$ cat src/rtl/pipeline_hazard_ctrl.sv
// pipeline_hazard_ctrl: load-use stall and branch-redirect control, EX operand
// forwarding selects, and saturating stall/flush performance counters.
module pipeline_hazard_ctrl #(
  parameter int          CNT_W    = 16,
  parameter logic [1:0]  LOAD_SRC = 2'b01
) (
  input  logic             clk,
  input  logic             rst,
  input  logic [4:0]       de_rs1,
  input  logic [4:0]       de_rs2,
  input  logic             de_uses_rs1,
  input  logic             de_uses_rs2,
  input  logic [4:0]       ex_rs1,
  input  logic [4:0]       ex_rs2,
  input  logic [4:0]       ex_rd,
  input  logic             ex_reg_write,
  input  logic [1:0]       ex_ru_data_src,
  input  logic             ex_valid,
  input  logic             ex_branch_taken,
  input  logic [4:0]       mem_rd,
  input  logic [4:0]       wb_rd,
  input  logic             mem_reg_write,
  input  logic             wb_reg_write,
  output logic             pc_stall,
  output logic             if_de_stall,
  output logic             if_de_flush,
  output logic             de_ex_flush,
  output logic [1:0]       fwd_a_sel,
  output logic [1:0]       fwd_b_sel,
  output logic [1:0]       state,
  output logic [CNT_W-1:0] stall_cnt,
  output logic [CNT_W-1:0] flush_cnt
);
  typedef enum logic [1:0] {RUN = 2'b00, STALL = 2'b01, REDIRECT = 2'b10, ILLEGAL = 2'b11} state_e;
  localparam logic [CNT_W-1:0] ONE = {{(CNT_W-1){1'b0}}, 1'b1};
  state_e           state_q, state_d;
  logic [CNT_W-1:0] stall_cnt_q, stall_cnt_d, flush_cnt_q, flush_cnt_d;
  logic             lu, br, hold, kill, live;
  function automatic logic [1:0] fwd(input logic [4:0] rs);
    return (mem_reg_write && mem_rd != 5'd0 && mem_rd == rs) ? 2'b01 :
           (wb_reg_write && wb_rd != 5'd0 && wb_rd == rs)    ? 2'b10 : 2'b00;
  endfunction
  always_comb begin
    lu = ex_valid && ex_reg_write && ex_ru_data_src == LOAD_SRC && ex_rd != 5'd0 &&
         ((de_uses_rs1 && ex_rd == de_rs1) || (de_uses_rs2 && ex_rd == de_rs2));
    br = ex_valid && ex_branch_taken;
    // The illegal code and reset both force every control output low.
    live = !rst && state_q != ILLEGAL;
    kill = live && br;
    hold = live && !br && lu && state_q != REDIRECT;
    pc_stall    = hold;
    if_de_stall = hold;
    if_de_flush = kill;
    de_ex_flush = kill || hold;
    fwd_a_sel   = fwd(ex_rs1);
    fwd_b_sel   = fwd(ex_rs2);
    state       = state_q;
    stall_cnt   = stall_cnt_q;
    flush_cnt   = flush_cnt_q;
    state_d = state_q == ILLEGAL ? RUN :
              br ? REDIRECT :
              (lu && state_q != REDIRECT) ? STALL : RUN;
    stall_cnt_d = (pc_stall && !(&stall_cnt_q)) ? stall_cnt_q + ONE : stall_cnt_q;
    flush_cnt_d = (if_de_flush && !(&flush_cnt_q)) ? flush_cnt_q + ONE : flush_cnt_q;
  end
  always_ff @(posedge clk or posedge rst)
    if (rst) begin
      state_q     <= RUN;
      stall_cnt_q <= '0;
      flush_cnt_q <= '0;
    end else begin
      state_q     <= state_d;
      stall_cnt_q <= stall_cnt_d;
      flush_cnt_q <= flush_cnt_d;
    end
endmodule

$ cat config.mk
export PLATFORM = sky130hd
export DESIGN_NAME = pipeline_hazard_ctrl
export DESIGN_NICKNAME = d
export VERILOG_FILES = /design/src/rtl/pipeline_hazard_ctrl.sv
export SDC_FILE = /design/constraint.sdc
export NUM_CORES = 1
export LEC_CHECK = 0
export CELL_PAD_IN_SITES_DETAIL_PLACEMENT = 2
export CELL_PAD_IN_SITES_GLOBAL_PLACEMENT = 2
export CORE_MARGIN = 2
export CORE_UTILIZATION = 22
export CTS_CLUSTER_SIZE = 24
export DETAILED_ROUTE_END_ITERATION = 10
export GPL_TIMING_DRIVEN = 0
export PLACE_DENSITY_LB_ADDON = 0.1
export SLEW_MARGIN = 20
export SYNTH_ARGS = -nofsm -noshare
export SYNTH_HDL_FRONTEND = slang
export SYNTH_SLANG_ARGS = --single-unit
$ cat constraint.sdc
create_clock -name clk -period 1.6 [get_ports clk]
set_input_delay 0.16 -clock clk [delete_from_list [all_inputs] [get_ports clk]]
set_output_delay 0.16 -clock clk [all_outputs]
set_load 0.02 [all_outputs]
Word level (Yosys, flattened, before mapping):

Cells that the tools add are included.

* register bits: 34
* input port bits: 46
* output and inout bits: 42
* word-level logic and storage cells: 54

* add/sub/neg operators: 2
* equal/unequal tests: 10
* multiplexer cells: 7
* reduce and logical (&&, ||, !) cells: 32

Operators by type and width (count)
* $add A16 B1 Y16 const B: 2
* $reduce_and A16 Y1: 2
* $eq A5 B5 Y1: 6
* $logic_and A1 B1 Y1: 21
* $reduce_bool A5 Y1: 3
* $mux W2: 6
* $logic_not A1 Y1: 4
* $ne A2 B2 Y1 const B: 2
* $eq A2 B1 Y1 const B: 1
* $eq A2 B2 Y1 const B: 1
* $logic_or A1 B1 Y1: 2
* $mux W1: 1

Logic depth before layout (Yosys ltp):

Gate-level depths: netlist of run 1.

* depth in word-level cells: 8
* gate-level depth with buffers: 7

Worst setup path before layout of run 1:

No wires, ideal clock.

* kind: in2out
* start point: in mem_rd[1]
* end point: out fwd_a_sel[1]
* arrival: 1777 ps
* setup slack: -337 ps
* stages: 4
* path buffers: 0
* cell sequence: or4_1 > o21ai_0 > nor4_1 > nor4_1

* longest elaborated chain between the ends: 4
* elaborated cells between the ends (all ways): 5
* classes of those cells: 1 x eq/ne; 1 x mux; 3 x reduce/logical

RTL lines
* from (decl): RTL line 20 `input logic [4:0] mem_rd,`
* $reduce_bool A5 Y1: RTL line 40 `return (mem_reg_write && mem_rd != 5'd0 && mem_rd == rs) ? 2'b01 :`
* $logic_and A1 B1 Y1: RTL line 40
* $logic_and A1 B1 Y1 (*): RTL line 40
* $mux W2 (*): RTL line 40
* to (decl): RTL line 28 `output logic [1:0] fwd_a_sel,`

Mark *: on every way between the ends. The rest lies on a longest branch, timed or not.

Final worst setup path of run 1:

* start point: in ex_rd[4]
* end point: out pc_stall

* longest elaborated chain between the ends: 6
* elaborated cells between the ends (all ways): 10
* classes of those cells: 2 x eq/ne; 8 x reduce/logical

RTL lines
* from (decl): RTL line 15 `input logic [4:0] ex_rd,`
* $eq A5 B5 Y1: RTL line 45 `((de_uses_rs1 && ex_rd == de_rs1) || (de_uses_rs2 && ex_rd == de_rs2));`
* $logic_and A1 B1 Y1: RTL line 45
* $logic_or A1 B1 Y1: RTL line 45
* $logic_and A1 B1 Y1 (*): RTL line 44 `lu = ex_valid && ex_reg_write && ex_ru_data_src == LOAD_SRC && ex_rd != 5'd0 &&`
* $logic_and A1 B1 Y1 (*) (2 in series): RTL line 50 `hold = live && !br && lu && state_q != REDIRECT;`
* to (decl): RTL line 24 `output logic pc_stall,`

Marks and branches as above.

==> key figures, run 1 <==
Run status
  – Status: finished with violations
  – Failing checks: setup timing

Min path
  – Worst hold path class: input port to flop

Setup path
  – RR Endpoint: stall_cnt[1]
  – Flop-to-flop setup slack: -0.11 ns
  – Crit path capture: pc_stall
  – Critical Path Start: ex_rd[4]
  – Worst Path Arrival: 1.60 ns
  – Critical Path Start Type: input port
  – Crit path kind: input port to output port
  – Worst-path maximum fanout: 3
  – CP required: 1.44 ns
  – Worst reg2reg path depth: 6
  – RR Startpoint: stall_cnt[0]
  – CP endpoint kind: output port

Synthesis
  – Main area contributors after synthesis: dfrtp_1 (42%), xnor2_1 (16%), xor2_1 (9.0%)
  – Syn Nets: 253
  – Synth Area in XOR/XNOR: 24.8%
  – Ys Warns: 0
  – Largest family of logic cells by synthesized area: XOR/XNOR gates
  – Synth Area in Simple Gates: between 20% and 30%
  – Post-synthesis compound-gate area fraction: 3.43%
  – Ys flop type: dfrtp_1
  – Cell Area, Synth: between 2000 and 2500 um^2
  – Top-count cell post-synth: xnor2_1
  – Seq/Total Area, Yosys: a little over two fifths
  – Average size of a mapped cell: ~10 um^2
  – Async set-or-reset flop fraction in the synthesized netlist: 100%
  – Mux contribution to synthesized area: 2.20%
  – Post-synth EDFFs: 0
  – Largest area contributor in the netlist: dfrtp_1
  – Share of the synthesized area in the top cell type: 41.6%
  – Cell variety after synth: 33
  – Commonest cells post-synth: xnor2_1 (37), dfrtp_1 (34), nand3_1 (21), xor2_1 (21), nand4_1 (16)
  – Adder-cell share of the synthesized area: 1.22%
  – Number of synthesized register bits: 34
  – Synth Instances: just over 200

Timing
  – Final setup fails: 20
  – RSZ-0062 raised after global routing: true
  – Final Hold Vio Count: 0
  – Final WS setup: -0.155 ns
  – Final period util: 110%
  – Slew Limit Fails: 0
  – Slew margin rel.: 75.9%
  – Worst slew pin tran: 0.361 ns
  – F_max: roughly 570 MHz
  – Final min period: 1.76 ns
  – Setup Skew: 0.0115 ns

Final layout
  – Layout Cells excl Fill: 448
  – Area added between synthesis and finish: 88.9%
  – Final core occ: roughly 42%
  – Antenna diodes: 0
  – Layout cells sized above 1: a little under half
  – Fin nets: around 380

Detailed routing
  – Drt pass-1 iters: 4
  – DRC: 0
  – Via count: 2,116
  – Vias per cell: between 4 and 5
  – 1st-iter DRT viols: 26
  – Total wire length: 7620 um
  – Avg WL per Cell: ~17 um
  – Post-DRT Antenna Nets: 0

GRT
  – GRT overflow: 0
  – Initial antenna violation count: 0
  – Largest net degree at the start of global routing: 23
  – Global-route wire length before repair: 12,100 um
  – Number of global-route vias before repair: 2,307
  – Overall Global Routing Usage: 15.3%

CTS
  – Clock slew at reported path FFs: 0.08 ns
  – CTS Root Cell: clkbuf_8
  – Sink Count: 34
  – CTS tree: yes
  – Hold-fix buffers, CTS: 0
  – Clk_lat worst skew: 0.28 ns
  – CTS H-tree depth: 2
  – Total CTS buffers: 5
  – Maximum clock insertion buffer count: 2

Placed design
  – IO buf count: 87
  – Placement Setup Slack: -1.10 ns
  – Post-DP HPWL: between 5000 and 6000 um
  – Placed insts: 404
  – GPL Wtd Cong: 0.795

Floorplan
  – Die W: 100 um
  – Number of core rows: 35
  – Die area: 10,100 um^2
  – I/O Pins: 88
  – DIE HEIGHT: 100 um
  – Core ar.: 9110 um^2
  – Starting Density: 22.4%

Pwr
  – P per Cell Area: roughly 640 nW/um^2
  – Max IR drop VDD: 0.741 mV
  – Leakage power: ~0.0018 uW

Run
  – Max-Cap Viols: 0
==> area by class of cell <==
class | count | area, um^2
tap | 111 | 139
fill | 976 | 5250
timing repair buffer | 125 | 1130
inverter | 3 | 11.3
sequential | 34 | 872
buffer | 3 | 33.8
multi-input combinational | 164 | 1580
clock buffer | 7 | 86.3
clock inverter | 1 | 5.00
==> cell usage in the layout (no fill, tap or decap), drive strengths merged, types with 13 or more instances in the layout <==
cell           netlist  final
nand2               13     13
nand4               16     16
nor2                13     13
xor2                21     21
dfrtp               34     34
dlygate4sd2          0     14
xnor2               37     37
buf                  4     67
clkdlybuf4s50        0     34
nand3               21     21
==> worst min path at each step <==
stage	start	to	cells after the start
finish	ex_valid	state[1]	3
detailed placement	flush_cnt[7]	flush_cnt[7]	1
global route	ex_valid	state[1]	3
global placement	flush_cnt[7]	flush_cnt[7]	1
CTS	ex_valid	state[1]	3
floorplan	rst	flush_cnt[13]	1
==> flip-flops by register name (all words and copies together), names as in the netlist <==
signal / flops
state: 2
flush_cnt: 16
stall_cnt: 16
==> timing repair <==
action / in CTS / in global routing
endpoints found under the setup margin: 30 / 46
cloned: 1 / 0
pin swaps: 38 / 26
gates resized for setup: 189 / 47
setup buffers: 32 / 4
==> layer usage <==
metal | track usage (%) | share of wire [%] | vias up
li1 | - | - | 987
met1 | 21.2 | 46 | 1058
met2 | 24.5 | 48 | 67
met3 | 3.27 | 5.2 | 4
met4 | 3.79 | 1.1 | 0
met5 | 0 | 0 | -
==> report_power, final <==
group / switching [uW] / leakage (uW) / internal, uW
combinational: 359 / 0.00129 / 401
sequential: 108 / 0.000440 / 927
clock: 330 / 0.0000482 / 348
total: 796 / 0.00178 / 1680
==> cells by family after synthesis <==
kind of cell	after synthesis
simple gates	92
compound gates	8
flops	34
mux	4
xor+xnor	58
buf+inv	7
fa+ha+maj	2
==> worst max-delay path, cell delays in order <==
cell      delay [ns]
buf_8           0.09
or4_4           0.54
o211ai_4        0.23
nor2_4          0.06
and2_4          0.16
buf_4           0.13
buf_6           0.10
buf_6           0.12
==> metrics by stage <==
step	power (uW)	area (um^2)	setup TNS (ns)	hold slack, ns
after floorplan	1320	2120	-0.0786	0.301
after global placement	1650	3130	-35.20	0.469
after detailed placement	1680	3150	-18.47	0.473
after CTS	2470	3640	-0.924	0.307
after global routing	2620	3860	-3.53	0.332
final	2470	3860	-1.21	0.307
Power figures use the tool's default switching activity.
==> inputs of run 2 (changes only) <==
CAP_MARGIN = 40   (was unset)
CELL_PAD_IN_SITES_DETAIL_PLACEMENT = 0   (was 2)
CELL_PAD_IN_SITES_GLOBAL_PLACEMENT = 1   (was 2)
CORE_UTILIZATION = 28   (was 22)
==> run 2 against run 1 <==
Against the previous run:
- the run still ends with setup timing left
- via count down 7.2%
- clock power grew 20%
- final cell count shrank 5.1%
- sequential power barely moved
- maximum frequency is 1.7% higher
- first-iteration DRC count grew 65%
- hold slack got worse by 0.12 ns
- critical path depth shrank 1
- global-route usage fell by 0.81 points
- wire length decreased by 21%
- largest cell class unchanged
==> key figures, run 2 (synthesis results as in run 1) <==
Placed design
  – GPL Wtd Cong: slightly above 0.7
  – Post-DP HPWL: 4300 um
  – Placed insts: 391
  – IO buf count: 87

Setup path
  – CP endpoint kind: output port
  – CP max stage delay: ~0.55 ns
  – CP delay by family, top: simple AND/OR/NAND/NOR gates
  – Crit path capture: de_ex_flush
  – Critical Path Start: ex_rd[2]
  – Worst reg2reg path depth: 7
  – Critical path buffers and inverters: 2
  – Worst path depth: 7
  – Worst Path Arrival: 1.57 ns
  – RR Endpoint: stall_cnt[11]
  – CP Cell Sequence: buf_8 > or4_4 > o211ai_4 > nor2_4 > and2_4 > or2_1 > buf_6
  – Slowest stage cell, crit path: or4_4
  – Worst-path maximum fanout: 3
  – Flop-to-flop setup slack: -0.07 ns
  – CP required: roughly 1.4 ns
  – Crit path kind: input port to output port
  – Critical Path Start Type: input port
  – RR Startpoint: stall_cnt[1]

CTS
  – Clk_lat worst skew: 0.28 ns
  – CTS H-tree depth: 2
  – Total CTS buffers: 5
  – Sink Count: 34
  – Clock slew at reported path FFs: 0.07 ns
  – Maximum clock insertion buffer count: 2
  – Hold-fix buffers, CTS: 0
  – CTS tree: yes
  – CTS Root Cell: clkbuf_8

Final layout
  – Commonest non-fill, non-tap cell in the layout: clkdlybuf4s50_1
  – Fin nets: 374
  – Final core occ: 51.0%
  – Layout cells sized above 1: 39.0%
  – Area added between synthesis and finish: 78.9%
  – Layout Cells excl Fill: 425
  – Commonest cells after routing, fill and taps aside: clkdlybuf4s50_1 (43), xnor2_1 (35), buf_4 (30)
  – Antenna diodes: 0

Min path
  – Worst hold path class: input port to flop

Timing
  – Worst slew pin tran: 0.375 ns
  – Final min period: 1.73 ns
  – Slew Limit Fails: 0
  – F_max: 579 MHz
  – Slew margin rel.: 74.9%
  – RSZ-0062 raised after global routing: true
  – Setup Skew: 0.00548 ns
  – Final Hold Vio Count: 0
  – Final setup fails: 18
  – Final period util: 108%
  – Final WS setup: -0.127 ns
  – Sum Neg Setup Slack: -0.829 ns

Floorplan
  – Die W: 89.5 um
  – Die area: around 8000 um^2
  – Starting Density: 28.5%
  – DIE HEIGHT: 89.5 um
  – I/O Pins: 88
  – Core ar.: 7180 um^2
  – Number of core rows: 31

GRT
  – Global-route wire length before repair: ~9000 um
  – Number of global-route vias before repair: roughly 1,900
  – Largest net degree at the start of global routing: 35
  – Overall Global Routing Usage: 14.5%
  – Initial antenna violation count: 0
  – GRT overflow: 0

Detailed routing
  – Avg WL per Cell: 14.2 um
  – Drt pass-1 iters: 4
  – Post-DRT Antenna Nets: 0
  – Via count: 1,963
  – Total wire length: 6030 um
  – WL met1: ~2700 um
  – Top routing layer in use: met4
  – Wire length on met2: 3040 um
  – Met3 WL post-DR: between 150 and 200 um
  – DRC: 0
  – 1st-iter DRT viols: 43
  – Vias per cell: about 4.6

Pwr
  – Max IR drop VDD: 0.416 mV
  – Leakage power: 0.00158 uW
  – P per Cell Area: 694 nW/um^2

Run status
  – Status: finished with violations
  – Failing checks: setup timing

Run
  – Max-Cap Viols: 0
## run 2: worst reg2reg max path, delay by kind of cell (launching register included)
family,cells,cell delay [ns]
AND/OR/NAND/NOR,4,0.63
flip-flops,1,0.43
buffers and inverters,1,0.18
adder cells (fa/ha/maj),1,0.17
XOR/XNOR,1,0.14
## run 2: layout make-up
class	count	area (um^2)
plain buffers	4	37.5
clock buffers	6	82.6
clock inverters	1	30.0
fillers	675	3520
inverters	3	11.3
multi-input cells	164	1430
flip-flops and latches	34	877
well taps	99	124
repair buffers	114	1060
## run 2: metrics by stage
step / cell area [um^2] / setup WS [ns] / total power, uW / hold slack (ns)
2_1_floorplan: 2120 / -0.0294 / 1320 / 0.301
3_3_place_gp: 3110 / -1.06 / 1640 / 0.465
3_5_place_dp: 3110 / -1.06 / 1640 / 0.474
4_1_cts: 3420 / -0.185 / 2540 / 0.484
5_1_grt: 3660 / -0.169 / 2680 / 0.189
6_report: 3660 / -0.127 / 2540 / 0.186
## run 2: timing repair
action / CTS / global route
cloned: 0 / 2
gates resized for setup: 123 / 63
buffers inserted: 18 / 6
endpoints found under the setup margin: 27 / 35
pin swaps: 20 / 27
## run 2: worst min path at each step
stage,end,cells after the start,start
final,state[1],3,ex_valid
after global routing,state[1],3,ex_valid
after CTS,flush_cnt[7],1,flush_cnt[7]
after detailed placement,flush_cnt[7],1,flush_cnt[7]
after global placement,flush_cnt[7],1,flush_cnt[7]
after floorplan,flush_cnt[13],1,rst
## run 2: power breakdown
part | switching, uW | leakage (uW) | internal [uW]
Combinational | 312 | 0.00108 | 396
Sequential | 93.1 | 0.000433 | 925
Clock | 313 | 0.0000573 | 498
## run 2: metal layers
| layer | GRT usage (%) | vias to the layer above |
|---|---|---|
| li1 | - | 975 |
| met1 | 20.1 | 933 |
| met2 | 23.2 | 46 |
| met3 | 3.14 | 9 |
| met4 | 3.66 | 0 |
| met5 | 0 | - |
==> inputs of run 3 (changes only) <==
CELL_PAD_IN_SITES_DETAIL_PLACEMENT = 1   (was 0)
==> run 3 against run 2 <==
Against the previous run:
- the flow still finishes with violations (setup timing)
- die area stayed put
- design area is 0.58% higher
- power is 1.7% higher
- critical endpoint unchanged
- clock skew is 0.0046 ns higher
- clock-buffer cell count stayed put
- non-clock buffer count is 9 higher
- wire length is 9.6% higher
- final cell count is 2.1% higher
- global-route usage is 1.6 points higher
==> key figures, run 3 (synthesis results as in run 1) <==
Run status
  – Status: finished with violations
  – Failing checks: setup timing

Final layout
  – Area added between synthesis and finish: 79.9%
  – Antenna diodes: 0
  – Layout cells sized above 1: 39.4%
  – Fin nets: 383
  – Layout Cells excl Fill: 434
  – Commonest cells after routing, fill and taps aside: buf_4 (38), clkdlybuf4s50_1 (38), xnor2_1 (37)

Floorplan
  – Starting Density: 28.5%
  – Core ar.: 7180 um^2
  – Die area: approximately 8000 um^2
  – I/O Pins: 88
  – DIE HEIGHT: slightly below 90 um
  – Die W: 89.5 um
  – Number of core rows: 31

GRT
  – Global-route wire length before repair: 9930 um
  – Overall Global Routing Usage: 16.1%
  – GRT overflow: 0
  – Largest net degree at the start of global routing: 35
  – Number of global-route vias before repair: just over 2,000
  – Initial antenna violation count: 0

Timing
  – Final period util: 107%
  – F_max: roughly 580 MHz
  – Worst slew pin tran: 0.723 ns
  – Final min period: between 1.5 and 2 ns
  – Slew margin rel.: 51.7%
  – Slew Limit Fails: 0
  – Final WS setup: -0.120 ns
  – RSZ-0062 raised after global routing: true
  – Final setup fails: 21
  – Setup Skew: 0.0101 ns
  – Final Hold Vio Count: 0

Detailed routing
  – Total wire length: about 6600 um
  – Drt pass-1 iters: 4
  – Via count: 2,021
  – Vias per cell: 4.66
  – DRC: 0
  – Avg WL per Cell: 15.2 um
  – 1st-iter DRT viols: 34
  – Post-DRT Antenna Nets: 0

Setup path
  – Worst-path maximum fanout: 3
  – Worst Path Arrival: roughly 1.6 ns
  – Flop-to-flop setup slack: -0.06 ns
  – CP endpoint kind: output port
  – Critical Path Start Type: input port
  – Crit path kind: input port to output port
  – CP required: 1.44 ns

CTS
  – CTS H-tree depth: 2
  – Hold-fix buffers, CTS: 0
  – CTS tree: yes
  – Total CTS buffers: 5
  – Clock slew at reported path FFs: approximately 0.080 ns
  – Clk_lat worst skew: ~0.29 ns
  – Maximum clock insertion buffer count: 2
  – CTS Root Cell: clkbuf_8
  – Sink Count: 34

Pwr
  – Max IR drop VDD: 0.330 mV
  – Final Power: ~2600 uW
  – Leakage power: 0.00167 uW
  – P per Cell Area: ~700 nW/um^2

Min path
  – Worst hold path class: input port to flop

Run
  – Max-Cap Viols: 0

Placed design
  – Post-DP HPWL: around 4700 um
  – GPL Wtd Cong: 0.725
  – IO buf count: 87
  – Placed insts: slightly below 400
## run 3: cell count changes in the layout (fill, tap and decap cells not counted), moves of 3 or more
| cell | delta |
|---|---|
| dlygate4sd2_1 | +5 |
| dfrtp_2 | -3 |
| buf_4 | +8 |
| buf_6 | +5 |
| clkdlybuf4s50_1 | -5 |
| dfrtp_1 | +3 |
## run 3: layout make-up
class / count / area, um^2
Buffer: 4 / 35.0
Clock buffer: 6 / 82.6
Clock inverter: 1 / 30.0
Fill cell: 836 / 3500
Inverter: 3 / 11.3
Multi-Input combinational cell: 164 / 1400
Sequential cell: 34 / 873
Tap cell: 99 / 124
Timing Repair Buffer: 123 / 1120
## run 3: per-layer routing
metal / wire length (um) / GRT usage, % / vias up
met5: 0 / 0 / -
met4: 67 / 4.48 / 0
met3: 254 / 2.86 / 6
met2: 3450 / 26.9 / 52
met1: 2830 / 21.4 / 977
li1: - / - / 986
## run 3: timing repair
item                       4_1_cts  5_1_grt
gates cloned                     0        1
resized for setup              131       65
setup endpoints to repair       27       37
setup buffers                   23       12
pin swaps                       29       18
## run 3: stage by stage
stage | hold WS [ns] | util (%) | setup WS [ns] | area, um^2 | TNS (ns)
finish | 0.227 | 51.3 | -0.120 | 3680 | -0.630
global route | 0.240 | 51.3 | -0.164 | 3680 | -2.87
CTS | 0.330 | 48.1 | -0.163 | 3450 | -0.747
detailed placement | 0.480 | 43.4 | -1.06 | 3110 | -17.73
global placement | 0.465 | 43.4 | -1.06 | 3110 | -30.93
floorplan | 0.301 | - | -0.0294 | 2120 | -0.0786
## run 3: path summary, 6_finish.rpt
| check | start | endpoint | cells after the start |
|---|---|---|---|
| setup / recovery | ex_rd[1] | de_ex_flush | 7 |
| hold / removal | ex_branch_taken | state[1] | 3 |
| setup reg to reg | flush_cnt[1] | flush_cnt[9] | 6 |
| hold reg to reg | flush_cnt[7] | flush_cnt[7] | 1 |
| max in group asynchronous | rst | stall_cnt[1] | 2 |
| min in group asynchronous | rst | state[1] | 2 |
## run 3: worst max-delay path, cell delays in order
cell      delay (ns)
buf_8           0.10
or4_4           0.55
o211ai_4        0.20
nor2_2          0.06
and2_4          0.15
or2_1           0.21
buf_6           0.13
## run 3: power breakdown
group	switching, uW	internal (uW)
combinational	324	423
clock	322	499
sequential	89.3	925
total	735	1850
